`config.mk`:
```
export PLATFORM = sky130hd
export DESIGN_NAME = vdp_cpu_io_queue
export DESIGN_NICKNAME = d
export VERILOG_FILES = /design/src/rtl/vdp_io_pkg.sv /design/src/rtl/vdp_io_fifo.sv /design/src/rtl/vdp_cpu_io_queue.sv
export SDC_FILE = /design/constraint.sdc
export NUM_CORES = 1
export LEC_CHECK = 0
export ABC_AREA = 1
export ABC_CLOCK_PERIOD_IN_PS = 5100
export CAP_MARGIN = 20
export CORE_ASPECT_RATIO = 1.75
export CORE_MARGIN = 5
export CORE_UTILIZATION = 40
export DETAILED_ROUTE_END_ITERATION = 8
export GPL_ROUTABILITY_DRIVEN = 1
export PLACE_DENSITY_LB_ADDON = 0.25
export SKIP_LAST_GASP = 1
export SYNTH_ARGS = -nofsm -noshare
export SYNTH_HDL_FRONTEND = slang
export SYNTH_HIERARCHICAL = 1
export SYNTH_SLANG_ARGS = --single-unit
```
`constraint.sdc`:
```
create_clock -name clk -period 5.1 [get_ports clk]
set_input_delay 1.02 -clock clk [delete_from_list [all_inputs] [get_ports clk]]
set_output_delay 1.02 -clock clk [all_outputs]
set_load 0.1 [all_outputs]
```
`src/rtl/vdp_io_pkg.sv`:
```
// Shared types for the VDP CPU I/O queue: FSM state encoding, queued
// request record and the VDP port offsets seen on io_port / vdp_adr.
package vdp_io_pkg;

  typedef enum logic [1:0] {
    IO_IDLE    = 2'd0,
    IO_WR_REQ  = 2'd1,
    IO_RD_WAIT = 2'd2,
    IO_RD_REQ  = 2'd3
  } io_state_t;

  typedef struct packed {
    logic [1:0] port;
    logic [7:0] data;
  } io_req_t;

  localparam logic [1:0] VDP_PORT_DATA = 2'd0;
  localparam logic [1:0] VDP_PORT_CTRL = 2'd1;
  localparam logic [1:0] VDP_PORT_PAL  = 2'd2;
  localparam logic [1:0] VDP_PORT_IREG = 2'd3;

endpackage

```
`src/rtl/vdp_io_fifo.sv`:
```
// Synchronous FIFO of io_req_t. The head is visible on dout whenever the
// FIFO is not empty; pointers carry one extra bit so full/empty never alias.
module vdp_io_fifo
  import vdp_io_pkg::*;
#(
  parameter int DEPTH = 8,
  localparam int AW = $clog2(DEPTH)
) (
  input  logic          clk,
  input  logic          reset_n,
  input  logic          push,
  input  io_req_t       din,
  input  logic          pop,
  output io_req_t       dout,
  output logic          full,
  output logic          empty,
  output logic [AW:0]   count
);

  localparam logic [AW:0] DEPTH_C = (AW + 1)'(DEPTH);

  io_req_t     mem [DEPTH];
  logic [AW:0] wr_ptr;
  logic [AW:0] rd_ptr;

  assign count = wr_ptr - rd_ptr;
  assign full  = (count == DEPTH_C);
  assign empty = (count == '0);
  assign dout  = mem[rd_ptr[AW-1:0]];

  // pointer update; overflowing pushes and underflowing pops are ignored
  always_ff @(posedge clk or negedge reset_n) begin
    if (!reset_n) begin
      wr_ptr <= '0;
      rd_ptr <= '0;
    end else begin
      if (push && !full) wr_ptr <= wr_ptr + 1'b1;
      if (pop && !empty) rd_ptr <= rd_ptr + 1'b1;
    end
  end

  // storage write, no reset needed: only entries between the pointers are read
  always_ff @(posedge clk) begin
    if (push && !full) mem[wr_ptr[AW-1:0]] <= din;
  end

endmodule

```
`src/rtl/vdp_cpu_io_queue.sv`:
```
// Posted-write queue and ordered-read sequencer in front of the VDP core.
// Optional build macro: VDP_IO_QUEUE_STATS_EN adds saturating counters for
// accepted writes (stat_writes) and overflow drops (stat_drops).
//
// state      | meaning
// IO_IDLE    | no request on the VDP port, no read pending
// IO_WR_REQ  | FIFO head presented to the VDP as a write
// IO_RD_WAIT | read pending, older writes still draining
// IO_RD_REQ  | read presented to the VDP
//
// A write stays in the FIFO until it retires (ack or timeout), so the FIFO
// count always includes an in-flight write; that keeps rd_ahead exact.
module vdp_cpu_io_queue
  import vdp_io_pkg::*;
#(
  parameter int DEPTH       = 8,
  parameter int ACK_TIMEOUT = 31
) (
  input  logic        clk,
  input  logic        reset_n,
  input  logic        io_wr_stb,
  input  logic        io_rd_stb,
  input  logic [1:0]  io_port,
  input  logic [7:0]  io_wdata,
  output logic [7:0]  io_rdata,
  output logic        io_rd_valid,
  output logic        io_busy,
  output logic        io_full,
  output logic        vdp_req,
  output logic        vdp_wrt,
  output logic [1:0]  vdp_adr,
  output logic [7:0]  vdp_dbo,
  input  logic        vdp_ack,
  input  logic [7:0]  vdp_dbi,
  output logic        err_timeout,
  output logic        err_overflow
`ifdef VDP_IO_QUEUE_STATS_EN
  ,
  output logic [15:0] stat_writes,
  output logic [7:0]  stat_drops
`endif
);

  localparam int          AW       = $clog2(DEPTH);
  localparam int          TW       = $clog2(ACK_TIMEOUT + 1);
  localparam logic [AW:0] DEPTH_C  = (AW + 1)'(DEPTH);
  localparam logic [TW-1:0] TMR_LOAD = TW'(ACK_TIMEOUT - 1);

  io_state_t     state;
  logic [TW-1:0] tmr;
  logic [AW:0]   rd_ahead;
  logic [1:0]    rd_port;

  io_req_t       in_req;
  io_req_t       fifo_dout;
  io_req_t       wr_head;
  logic          fifo_full;
  logic          fifo_empty;
  logic [AW:0]   fifo_count;
  logic          fifo_push;
  logic          retire_wr;
  logic          rd_new;
  logic          rd_go;
  logic          wr_avail;
  logic [AW+1:0] rd_sum;
  logic [AW:0]   rd_load_val;

  assign in_req.port = io_port;
  assign in_req.data = io_wdata;

  assign fifo_push = io_wr_stb && !fifo_full;
  assign retire_wr = (state == IO_WR_REQ) && (vdp_ack || (tmr == '0));
  assign rd_new    = io_rd_stb && !io_busy;

  // writes older than a new read: everything queued, plus a same-cycle push,
  // minus a write retiring this very cycle
  assign rd_sum      = {1'b0, fifo_count} + {{(AW + 1){1'b0}}, fifo_push}
                       - {{(AW + 1){1'b0}}, retire_wr};
  assign rd_load_val = (rd_sum > {1'b0, DEPTH_C}) ? DEPTH_C : rd_sum[AW:0];

  assign rd_go    = io_busy ? (rd_ahead == '0) : (rd_new && (rd_load_val == '0));
  assign wr_avail = !fifo_empty || fifo_push;
  // an empty FIFO forwards the incoming write so it reaches the VDP next cycle
  assign wr_head  = fifo_empty ? in_req : fifo_dout;
  assign io_full  = fifo_full;

  vdp_io_fifo #(.DEPTH(DEPTH)) u_fifo (
    .clk     (clk),
    .reset_n (reset_n),
    .push    (fifo_push),
    .din     (in_req),
    .pop     (retire_wr),
    .dout    (fifo_dout),
    .full    (fifo_full),
    .empty   (fifo_empty),
    .count   (fifo_count)
  );

  // count of older writes still ahead of the pending read
  always_ff @(posedge clk or negedge reset_n) begin
    if (!reset_n) begin
      rd_ahead <= '0;
      rd_port  <= '0;
    end else if (rd_new) begin
      rd_ahead <= rd_load_val;
      rd_port  <= io_port;
    end else if (retire_wr && (rd_ahead != '0)) begin
      rd_ahead <= rd_ahead - 1'b1;
    end
  end

  // request sequencer with registered VDP-side and CPU-side outputs
  always_ff @(posedge clk or negedge reset_n) begin
    if (!reset_n) begin
      state        <= IO_IDLE;
      tmr          <= '0;
      vdp_req      <= 1'b0;
      vdp_wrt      <= 1'b0;
      vdp_adr      <= '0;
      vdp_dbo      <= '0;
      io_rdata     <= '0;
      io_rd_valid  <= 1'b0;
      io_busy      <= 1'b0;
      err_timeout  <= 1'b0;
      err_overflow <= 1'b0;
    end else begin
      io_rd_valid <= 1'b0;
      if (rd_new) io_busy <= 1'b1;
      if (io_wr_stb && fifo_full) err_overflow <= 1'b1;

      unique case (state)
        IO_IDLE, IO_RD_WAIT: begin
          if (rd_go) begin
            state   <= IO_RD_REQ;
            vdp_req <= 1'b1;
            vdp_wrt <= 1'b0;
            vdp_adr <= io_busy ? rd_port : io_port;
            vdp_dbo <= '0;
            tmr     <= TMR_LOAD;
          end else if (wr_avail) begin
            state   <= IO_WR_REQ;
            vdp_req <= 1'b1;
            vdp_wrt <= 1'b1;
            vdp_adr <= wr_head.port;
            vdp_dbo <= wr_head.data;
            tmr     <= TMR_LOAD;
          end else begin
            state <= (io_busy || rd_new) ? IO_RD_WAIT : IO_IDLE;
          end
        end

        IO_WR_REQ: begin
          if (retire_wr) begin
            vdp_req <= 1'b0;
            vdp_wrt <= 1'b0;
            state   <= (io_busy || rd_new) ? IO_RD_WAIT : IO_IDLE;
            if (!vdp_ack) err_timeout <= 1'b1;
          end else begin
            tmr <= tmr - 1'b1;
          end
        end

        IO_RD_REQ: begin
          if (vdp_ack || (tmr == '0)) begin
            vdp_req     <= 1'b0;
            io_rdata    <= vdp_ack ? vdp_dbi : 8'hFF;
            io_rd_valid <= 1'b1;
            io_busy     <= 1'b0;
            state       <= IO_IDLE;
            if (!vdp_ack) err_timeout <= 1'b1;
          end else begin
            tmr <= tmr - 1'b1;
          end
        end

        default: state <= IO_IDLE;
      endcase
    end
  end

`ifdef VDP_IO_QUEUE_STATS_EN
  // saturating traffic statistics
  always_ff @(posedge clk or negedge reset_n) begin
    if (!reset_n) begin
      stat_writes <= '0;
      stat_drops  <= '0;
    end else begin
      if (fifo_push && (stat_writes != 16'hFFFF)) stat_writes <= stat_writes + 1'b1;
      if (io_wr_stb && fifo_full && (stat_drops != 8'hFF)) stat_drops <= stat_drops + 1'b1;
    end
  end
`endif

endmodule
```
Word-level counts from Yosys, hierarchy flattened
Memories as Yosys holds them, arrays and structs flattened.
Index checks and enable logic that the tools add are counted.
- $add $sub $neg: 7
- multiplexer cells: 40
- $lt $le $gt $ge: 1
- eq/ne operators: 9
- reductions and logical operators: 32
- operator list (kind ; number):
    $mux W8 ; 3
    $mux W5 ; 4
    $mux W1 ; 16
    $mux W2 ; 8
    $pmux W5 S3 ; 1
    $logic_not A4 Y1 ; 3
    $mux W4 ; 3
    $reduce_and A3 Y1 ; 4
    $mux W10 ; 1
    $add A4 B1 Y4 const B ; 2
    $logic_and A1 B1 Y1 ; 8
    $ne A2 B2 Y1 const B ; 4
    $reduce_bool A2 Y1 ; 4
    $pmux W2 S3 ; 1
    $reduce_and A2 Y1 ; 3
    $add A4 B1 Y5 ; 1
    $gt A5 B4 Y1 const B ; 1
    $logic_not A5 Y1 ; 1
    $sub A5 B1 Y5 ; 1
    $sub A5 B1 Y5 const B ; 1
    $eq A2 B2 Y1 const B ; 2
    $eq A4 B4 Y1 const B ; 1
    $pmux W1 S2 ; 2
    $reduce_bool A4 Y1 ; 1
    other kinds (9) ; 13
- word-level logic and storage cells: 105
- output and inout bits: 25
- register bits: 45
- memory bits (writable): 80
- memories: 1
- bits of input ports: 23
- memories (memory ; words ; bits a word ; read ports ; clocked after memory_dff ; write ports ; line ; RTL):
    u_fifo.mem ; 8 ; 10 ; 1 ; 0 ; 1 ; vdp_io_fifo.sv:22 ; io_req_t mem [DEPTH];

Logic depth before layout (Yosys ltp)
Gate-level depths: netlist (run 1).
- depth in word-level cells: 13
- depth in mapped cells: 27
- mapped depth without buffers: 27

Cells and area by module
The synthesis (run 1) kept the hierarchy.
- modules (own cells, without submodules) (module ; times used ; sequential area each (um^2) ; area an instance (um^2) ; cells each):
    vdp_io_fifo ; 1 ; 2602.5 ; 3734.8 ; 323
    vdp_cpu_io_queue ; 1 ; 925.9 ; 2110.8 ; 259

Worst setup path before layout (run 1)
No wires, ideal clock.
- kind: reg2reg
- from: reg u_fifo.wr_ptr[0]
- to: reg vdp_dbo[0]
- data required time: 4.978 ns
- period minus slack after synthesis: 4.900 ns
- setup slack: 0.200 ns
- path buffers: 1
- data arrival time: 4.778 ns
- cell stages (with the launch flop): 25
- library setup time: 0.122 ns
- cell sequence: dfrtp_1 > inv_1 > ha_1 > inv_1 > fa_1 > or2_1 > nor2_4 > nand3_4 > inv_1 > nor2_1 > inv_1 > ha_1 > inv_1 > ha_1 > inv_1 > fa_1 > inv_1 > or2_1 > nor2_2 > nand4_4 > nand3_2 > nand2_4 > buf_6 > nand2_1 > nand2_1
- cells in the longest elaborated chain, start to end: 13
- elaborated cells between the ends (all ways): 19
- those cells by class: 3 x add/sub; 1 x order compare; 1 x eq/ne; 5 x mux; 9 x reduce/logical
- ends and longest elaborated chain (element ; line ; RTL):
    start, declared ; vdp_io_fifo.sv:23 ; logic [AW:0] wr_ptr;
    start signal, assigned ; vdp_io_fifo.sv:37 ; if (push && !full) wr_ptr <= wr_ptr + 1'b1;
    $sub A4 B4 Y4 (*) ; vdp_io_fifo.sv:26 ; assign count = wr_ptr - rd_ptr;
    via fifo_count[1] ; vdp_cpu_io_queue.sv:59 ; logic [AW:0] fifo_count;
    $eq A4 B4 Y1 (*) ; vdp_io_fifo.sv:27 ; assign full = (count == DEPTH_C);
    via io_full ; vdp_cpu_io_queue.sv:28 ; output logic io_full,
    $logic_not A1 Y1 (*) ; vdp_cpu_io_queue.sv:71 ; assign fifo_push = io_wr_stb && !fifo_full;
    $logic_and A1 B1 Y1 (*) ; vdp_cpu_io_queue.sv:71 ;
    via fifo_push ; vdp_cpu_io_queue.sv:60 ; logic fifo_push;
    $add A4 B1 Y5 ; vdp_cpu_io_queue.sv:77 ; assign rd_sum = {1'b0, fifo_count} + {{(AW + 1){1'b0}}, fifo_push}
    $sub A5 B1 Y5 ; vdp_cpu_io_queue.sv:78 ; - {{(AW + 1){1'b0}}, retire_wr};
    $gt A5 B4 Y1 ; vdp_cpu_io_queue.sv:79 ; assign rd_load_val = (rd_sum > {1'b0, DEPTH_C}) ? DEPTH_C : rd_sum[AW:0];
    $mux W4 ; vdp_cpu_io_queue.sv:79 ;
    $logic_not A4 Y1 ; vdp_cpu_io_queue.sv:81 ; assign rd_go = io_busy ? (rd_ahead == '0) : (rd_new && (rd_load_val == '0));
    $logic_and A1 B1 Y1 ; vdp_cpu_io_queue.sv:81 ;
    $mux W1 ; vdp_cpu_io_queue.sv:81 ;
    $reduce_bool A2 Y1 (no source line) ; n/a ;
    $reduce_and A2 Y1 (no source line) ; n/a ;
    end signal, assigned ; vdp_cpu_io_queue.sv:145 ; vdp_dbo <= wr_head.data;
    end, declared ; vdp_cpu_io_queue.sv:32 ; output logic [7:0] vdp_dbo,
Mark *: on every way through the listed nets, which the timed path passes. The rest lies on a longest branch. The select of a mux whose other input is x is not followed.
A chain may end at the register's enable or synchronous reset.

Final worst setup path (run 1)
- from: reg u_fifo.wr_ptr[0]
- to: reg vdp_adr[1]
- cells in the longest elaborated chain, start to end: 13
- elaborated cells between the ends (all ways): 19
- those cells by class: 3 x add/sub; 1 x order compare; 1 x eq/ne; 5 x mux; 9 x reduce/logical
- ends and longest elaborated chain (element ; line ; RTL):
    $sub A4 B4 Y4 (*) ; vdp_io_fifo.sv:26 ;
    via fifo_count[1] ; vdp_cpu_io_queue.sv:59 ;
    $eq A4 B4 Y1 (*) ; vdp_io_fifo.sv:27 ;
    $logic_not A1 Y1 (*) ; vdp_cpu_io_queue.sv:71 ;
    $logic_and A1 B1 Y1 (*) ; vdp_cpu_io_queue.sv:71 ;
    via fifo_push ; vdp_cpu_io_queue.sv:60 ;
    $add A4 B1 Y5 ; vdp_cpu_io_queue.sv:77 ;
    $sub A5 B1 Y5 ; vdp_cpu_io_queue.sv:78 ;
    $gt A5 B4 Y1 ; vdp_cpu_io_queue.sv:79 ;
    $mux W4 ; vdp_cpu_io_queue.sv:79 ;
    $logic_not A4 Y1 ; vdp_cpu_io_queue.sv:81 ;
    $logic_and A1 B1 Y1 ; vdp_cpu_io_queue.sv:81 ;
    $mux W1 ; vdp_cpu_io_queue.sv:81 ;
    $reduce_bool A2 Y1 (no source line) ; n/a ;
    $reduce_and A2 Y1 (no source line) ; n/a ;
    end signal, assigned ; vdp_cpu_io_queue.sv:137 ; vdp_adr <= io_busy ? rd_port : io_port;
    end signal, assigned ; vdp_cpu_io_queue.sv:144 ; vdp_adr <= wr_head.port;
    end, declared ; vdp_cpu_io_queue.sv:31 ; output logic [1:0] vdp_adr,
Marked as above.

==> flow_metrics.tcl, run 1 <==
set metrics [dict create \
    worst_ep_required_time_ps 5450 \
    ys_warn_count 6 \
    area_growth_pct 21.92 \
    wl_per_cell_um 16.55 \
    arrival_ps 4750 \
    cap_viol_max_count 0 \
    clockBufferDepth 2 \
    cts-htree-levels 4 \
    synth_area_um2 5846 \
    finalSetupTns_ps 0 \
    max_freq_mhz 227.5 \
    path_clk_slew_ps 60 \
    wl_um 13800 \
    grt_max_degree 46 \
    design.core.area_um2 14370 \
    drive_above_1_share_pct 12.23 \
    hold_viol_final 0 \
    port-buffer-count 47 \
    ys_async_sr_fraction_pct 36.00 \
    yosys-top-cells-area "edfxtp_1 (41%), dfrtp_1 (19%), nand2_1 (8.7%)" \
    post-cts-setup-buffer-count 0 \
    grt_pass1_vias 4299 \
    dr.pass1.iters 4 \
    drt_iter0_markers 225 \
    max_stage_delay_ps 580 \
    syn_area_per_cell_um2 10.04 \
    end_kind "flop" \
    yosysUniqueCellTypes 39 \
    ctsHoldBuffers 0 \
    tightest_slew_ps 1020 \
    cp_cell_sequence "inv_1 > ha_1 > inv_1 > fa_1 > or2_1 > nor2_4 > nand3_4 > inv_1 > nor2_1 > inv_1 > ha_1 > inv_1 > ha_1 > inv_1 > fa_1 > inv_1 > or2_1 > nor2_2 > nand4_4 > nand3_2 > nand2_4 > inv_1 > nand2_1 > nand2_1" \
    num_antenna_cells 0 \
    setup_viol 0 \
    synth_top_area_share_pct 41.10 \
    crit_path_frequent_cell "inv_1" \
    nets 679 \
    fin_crit_sh_pct 86.19 \
    insertion_delay_ps 420 \
    dieHeight_um 169.9 \
    dieArea_um2 17230 \
    min-delay-path-class "input port to async pin" \
    fin_skew_ps 12.95 \
    clock-root-buffer "clkbuf_16" \
    grt_pass1_wl_um 22110 \
    drtAntennaViolNets 0 \
    whs_ps 432.8 \
    worstSetupPathType "flop to flop" \
    vias_per_cell 5.173 \
    synthCells 582 \
    die_x_um 101.4 \
    cts_tree "built" \
    antenna_found_initial 0 \
    yosysTopAreaCell "edfxtp_1" \
    synth_edf_count 80 \
    ys_dominant_reg_cell "edfxtp_1" \
    num_vias 4314 \
    dp_hpwl_um 9157 \
    cts_buffers 17 \
    clock_sinks 125 \
    ios 48 \
    grt_overflow_total 0 \
    crit_slowest_cell "fa_1" \
    startpoint_type "flop" \
    placementRows 58 \
    design_area_um2 7127 \
    syn_nets 620 \
    rsz0062_at_grt "no" \
    seq_area_frac_synth_pct 60.36 \
    synth-seq-cells 125 \
    nFillCells 1320 \
    cts_resized 0 \
    slew_viol_final 0 \
    fin_crit_ps 4396 \
    drcViolationCount 0 \
    place.gp.congestion 0.8160 \
    outcome "completed" \
    initial_core_util_pct 40.68 \
    crit_fanout 18 \
    grt_usage_pct 16.87 \
    place_area_um2 6529 \
    slew_headroom_pct 31.75 \
]
final cells by class:
class,count,area (µm²),share of cell area [%]
Sequential cell,125,3528,49.51
Timing Repair Buffer,60,573.1,8.041
Inverter,44,165.2,2.317
Clock inverter,15,152.6,2.142
Tap cell,180,225.2,3.160
Multi-Input combinational cell,393,2057,28.86
Clock buffer,17,425.4,5.969
worst max-delay path, delay by kind of cell, from the launching register on:
family	cells	cell delay, ps
adders and majority gates	5	1600
and+or+nand+nor	11	1550
buffers and inverters	8	710
DFF	1	460
synth_stat cells (3+ instances only):
cell        n
dfrtp_1    45
xor2_1      4
nor2_1     76
nor2_4      5
a21oi_1    12
a22oi_1     3
inv_2       4
o21ai_0    42
nand2_2     4
o21ai_1     9
nor2_2      3
o22ai_1    20
mux2_2      8
inv_1      39
edfxtp_1   80
ha_1       13
nand3_2     3
clkbuf_1   10
nand3_1    36
nand2_1   135
buf_2       6
layout by cell type (no fill, tap or decap), drive strengths merged, types with 2 or more instances in the layout:
cell           synthesis  final
ha                    13     13
nor2                  84     84
nand3                 40     40
xnor2                  2      2
nand2                141    141
clkbuf                11     17
xor2                   4      4
mux2                   8      8
fa                     2      2
o21ai                 52     52
dfrtp                 45     45
a21o                   2      2
inv                   43     50
clkinv                 1      7
nand4                  3      3
a22oi                  3      3
or2                    4      4
buf                    9     15
a21oi                 12     12
o22ai                 20     20
clkdlybuf4s50          0     45
edfxtp                80     80
routing by layer:
layer	part of all wire (%)	wire [µm]	GRT usage [%]
met1	39	5378	18.87
met2	56	7706	30.90
met3	3.5	487	3.897
met4	1.7	229	5.671
met5	0	0	0
cells by family (layout without fill, tap and decap cells):
kind of cell,after synthesis,after routing,synth area share [%]
simple gates,273,273,20.68
flops,125,125,60.36
compound gates,91,91,8.604
buf+inv,64,136,4.452
fa+ha+maj,15,15,3.468
mux,8,8,1.541
xor+xnor,6,6,0.8990
metrics by stage:
step | utilization [%] | cells | worst slack (ps)
after global routing | 49.60 | 834 | 342.6
after global placement | 45.38 | 800 | 746.3
after detailed placement | 45.44 | 801 | 682.6
after CTS | 49.46 | 833 | 663.5
final | 49.60 | 834 | 704.3
after floorplan | - | 582 | 200.3
flip-flops by register name (all words and copies together) (netlist names), 2 cells and up:
name,count
u_fifo/mem,80
io_rdata,8
rd_port,2
vdp_dbo,8
rd_ahead,4
tmr,5
u_fifo/rd_ptr,4
u_fifo/wr_ptr,4
state,2
vdp_adr,2
final timing paths:
| check | depth (start not counted) | from | endpoint | slack, ps |
|---|---|---|---|---|
| setup / recovery | 24 | u_fifo/wr_ptr[0] | vdp_adr[1] | 700 |
| hold / removal | 1 | reset_n | u_fifo/wr_ptr[0] | 430 |
| setup reg to reg | 24 | u_fifo/wr_ptr[0] | vdp_adr[1] | 700 |
| hold reg to reg | 1 | err_overflow | err_overflow | 470 |
| max in group asynchronous | 2 | reset_n | vdp_dbo[0] | 4210 |
| min in group clk | 1 | err_overflow | err_overflow | 470 |
Power of run 1 is left out: the tool's default activity adds up to more than one toggle a clock period on the data nets, which glitch-free logic cannot reach.
==> inputs of run 2 (changes only) <==
--- a/config.mk
+++ b/config.mk
@@ -13,6 +13,7 @@
 export CORE_UTILIZATION = 40
 export DETAILED_ROUTE_END_ITERATION = 8
 export GPL_ROUTABILITY_DRIVEN = 1
+export MAX_ROUTING_LAYER = met4
 export PLACE_DENSITY_LB_ADDON = 0.25
 export SKIP_LAST_GASP = 1
 export SYNTH_ARGS = -nofsm -noshare
==> flow_metrics.tcl, run 2 (synthesis gave the netlist of run 1 again) <==
set metrics [dict create \
    outcome "completed" \
    fin_crit_sh_pct 86.35 \
    num_antenna_cells 0 \
    design.core.area_um2 14370 \
    dieArea_um2 17230 \
    grt_pass1_wl_um 22100 \
    min-delay-path-class "input port to async pin" \
    cts_buffers 17 \
    layout_commonest_cell "nand2_1" \
    arrival_ps 4750 \
    crit_fanout 18 \
    cts-htree-levels 4 \
    ctsHoldBuffers 0 \
    worstSetupPathType "flop to flop" \
    largest_reg_flops 80 \
    dr.pass1.iters 4 \
    fin_crit_ps 4404 \
    grt_overflow_total 0 \
    rsz0062_at_grt "no" \
    die_x_um 101.4 \
    setup_viol 0 \
    post-cts-setup-buffer-count 0 \
    placementRows 58 \
    finalSetupTns_ps 0 \
    nFillCells 1320 \
    cap_viol_max_count 0 \
    nets 679 \
    drcViolationCount 0 \
    worst_ep_required_time_ps 5450 \
    dp_hpwl_um 9157 \
    antenna_found_initial 0 \
    met3_usage_pct 3.774 \
    slew_viol_final 0 \
    grt_busiest_layer "met2" \
    whs_ps 428.5 \
    tightest_slew_ps 1016 \
    num_vias 4320 \
    place.gp.congestion 0.8282 \
    cts_tree "built" \
    clockBufferDepth 2 \
    drt_iter0_markers 268 \
    grt_usage_pct 17.35 \
    end_kind "flop" \
    clock_sinks 125 \
    grt_max_degree 46 \
    ios 48 \
    clock-root-buffer "clkbuf_16" \
    use_met1_pct 18.76 \
    initial_core_util_pct 40.68 \
    grt_use_met2_pct 31.04 \
    insertion_delay_ps 420 \
    fin_skew_ps 10.63 \
    drive_above_1_share_pct 12.23 \
    layout_common_cells "nand2_1 (135), edfxtp_1 (80), nor2_1 (76), dfrtp_1 (45), clkdlybuf4s50_1 (45)" \
    grt_pass1_vias 4309 \
    wl_um 13770 \
    drtAntennaViolNets 0 \
    slew_headroom_pct 32.05 \
    vias_per_cell 5.180 \
    ff2ff_setup_slack_ps 700 \
    wl_per_cell_um 16.51 \
    max_freq_mhz 227.1 \
    area_growth_pct 21.92 \
    dieHeight_um 169.9 \
    cts_resized 0 \
    startpoint_type "flop" \
    hold_viol_final 0 \
    port-buffer-count 47 \
    path_clk_slew_ps 60 \
]
-- run 2: layout make-up --
type                       count  area [µm²]  area share (%)
tap                          180       225.2           3.160
multi-input combinational    393        2057           28.86
sequential                   125        3528           49.51
timing repair buffer          60       573.1           8.041
clock buffer                  17       425.4           5.969
inverter                      44       165.2           2.317
clock inverter                15       152.6           2.142
-- run 2: path summary, 6_finish.rpt --
kind	startpoint	end	cells after the start
worst max-delay path	u_fifo/wr_ptr[0]	vdp_adr[1]	24
worst min-delay path	reset_n	u_fifo/wr_ptr[0]	1
worst max register to register	u_fifo/wr_ptr[0]	vdp_adr[1]	24
worst min register to register	err_overflow	err_overflow	1
max in group asynchronous	reset_n	vdp_dbo[0]	2
min in group clk	err_overflow	err_overflow	1
-- run 2: stage by stage --
step                      instances  setup WS [ps]  instance area (µm²)  utilization, %
after floorplan                 582          200.3                 5846               -
after global placement          800          746.3                 6521           45.38
after detailed placement        801          682.6                 6529           45.44
after CTS                       833          663.5                 7107           49.46
after global routing            834          342.6                 7127           49.60
final                           834          696.1                 7127           49.60
-- run 2: metal layers --
| metal | up-vias | part of all wire (%) |
|---|---|---|
| li1 | 2094 | - |
| met4 | 0 | 1.6 |
| met1 | 2098 | 38 |
| met2 | 108 | 56 |
| met5 | - | 0 |
| met3 | 20 | 3.7 |
-- run 2: worst max-delay path: stages (launching register included) --
cell and delay [ps]:
dfrtp_1 460, inv_1 160, ha_1 160, inv_1 60, fa_1 580, or2_1 300
nor2_4 150, nand3_4 150, inv_1 120, nor2_1 60, inv_1 110, ha_1 250
inv_1 60, ha_1 150, inv_1 50, fa_1 470, inv_1 40, or2_1 210
nor2_2 170, nand4_4 150, nand3_2 110, nand2_4 140, inv_1 110, nand2_1 50
nand2_1 60
Power of run 2 is left out for the same reason.
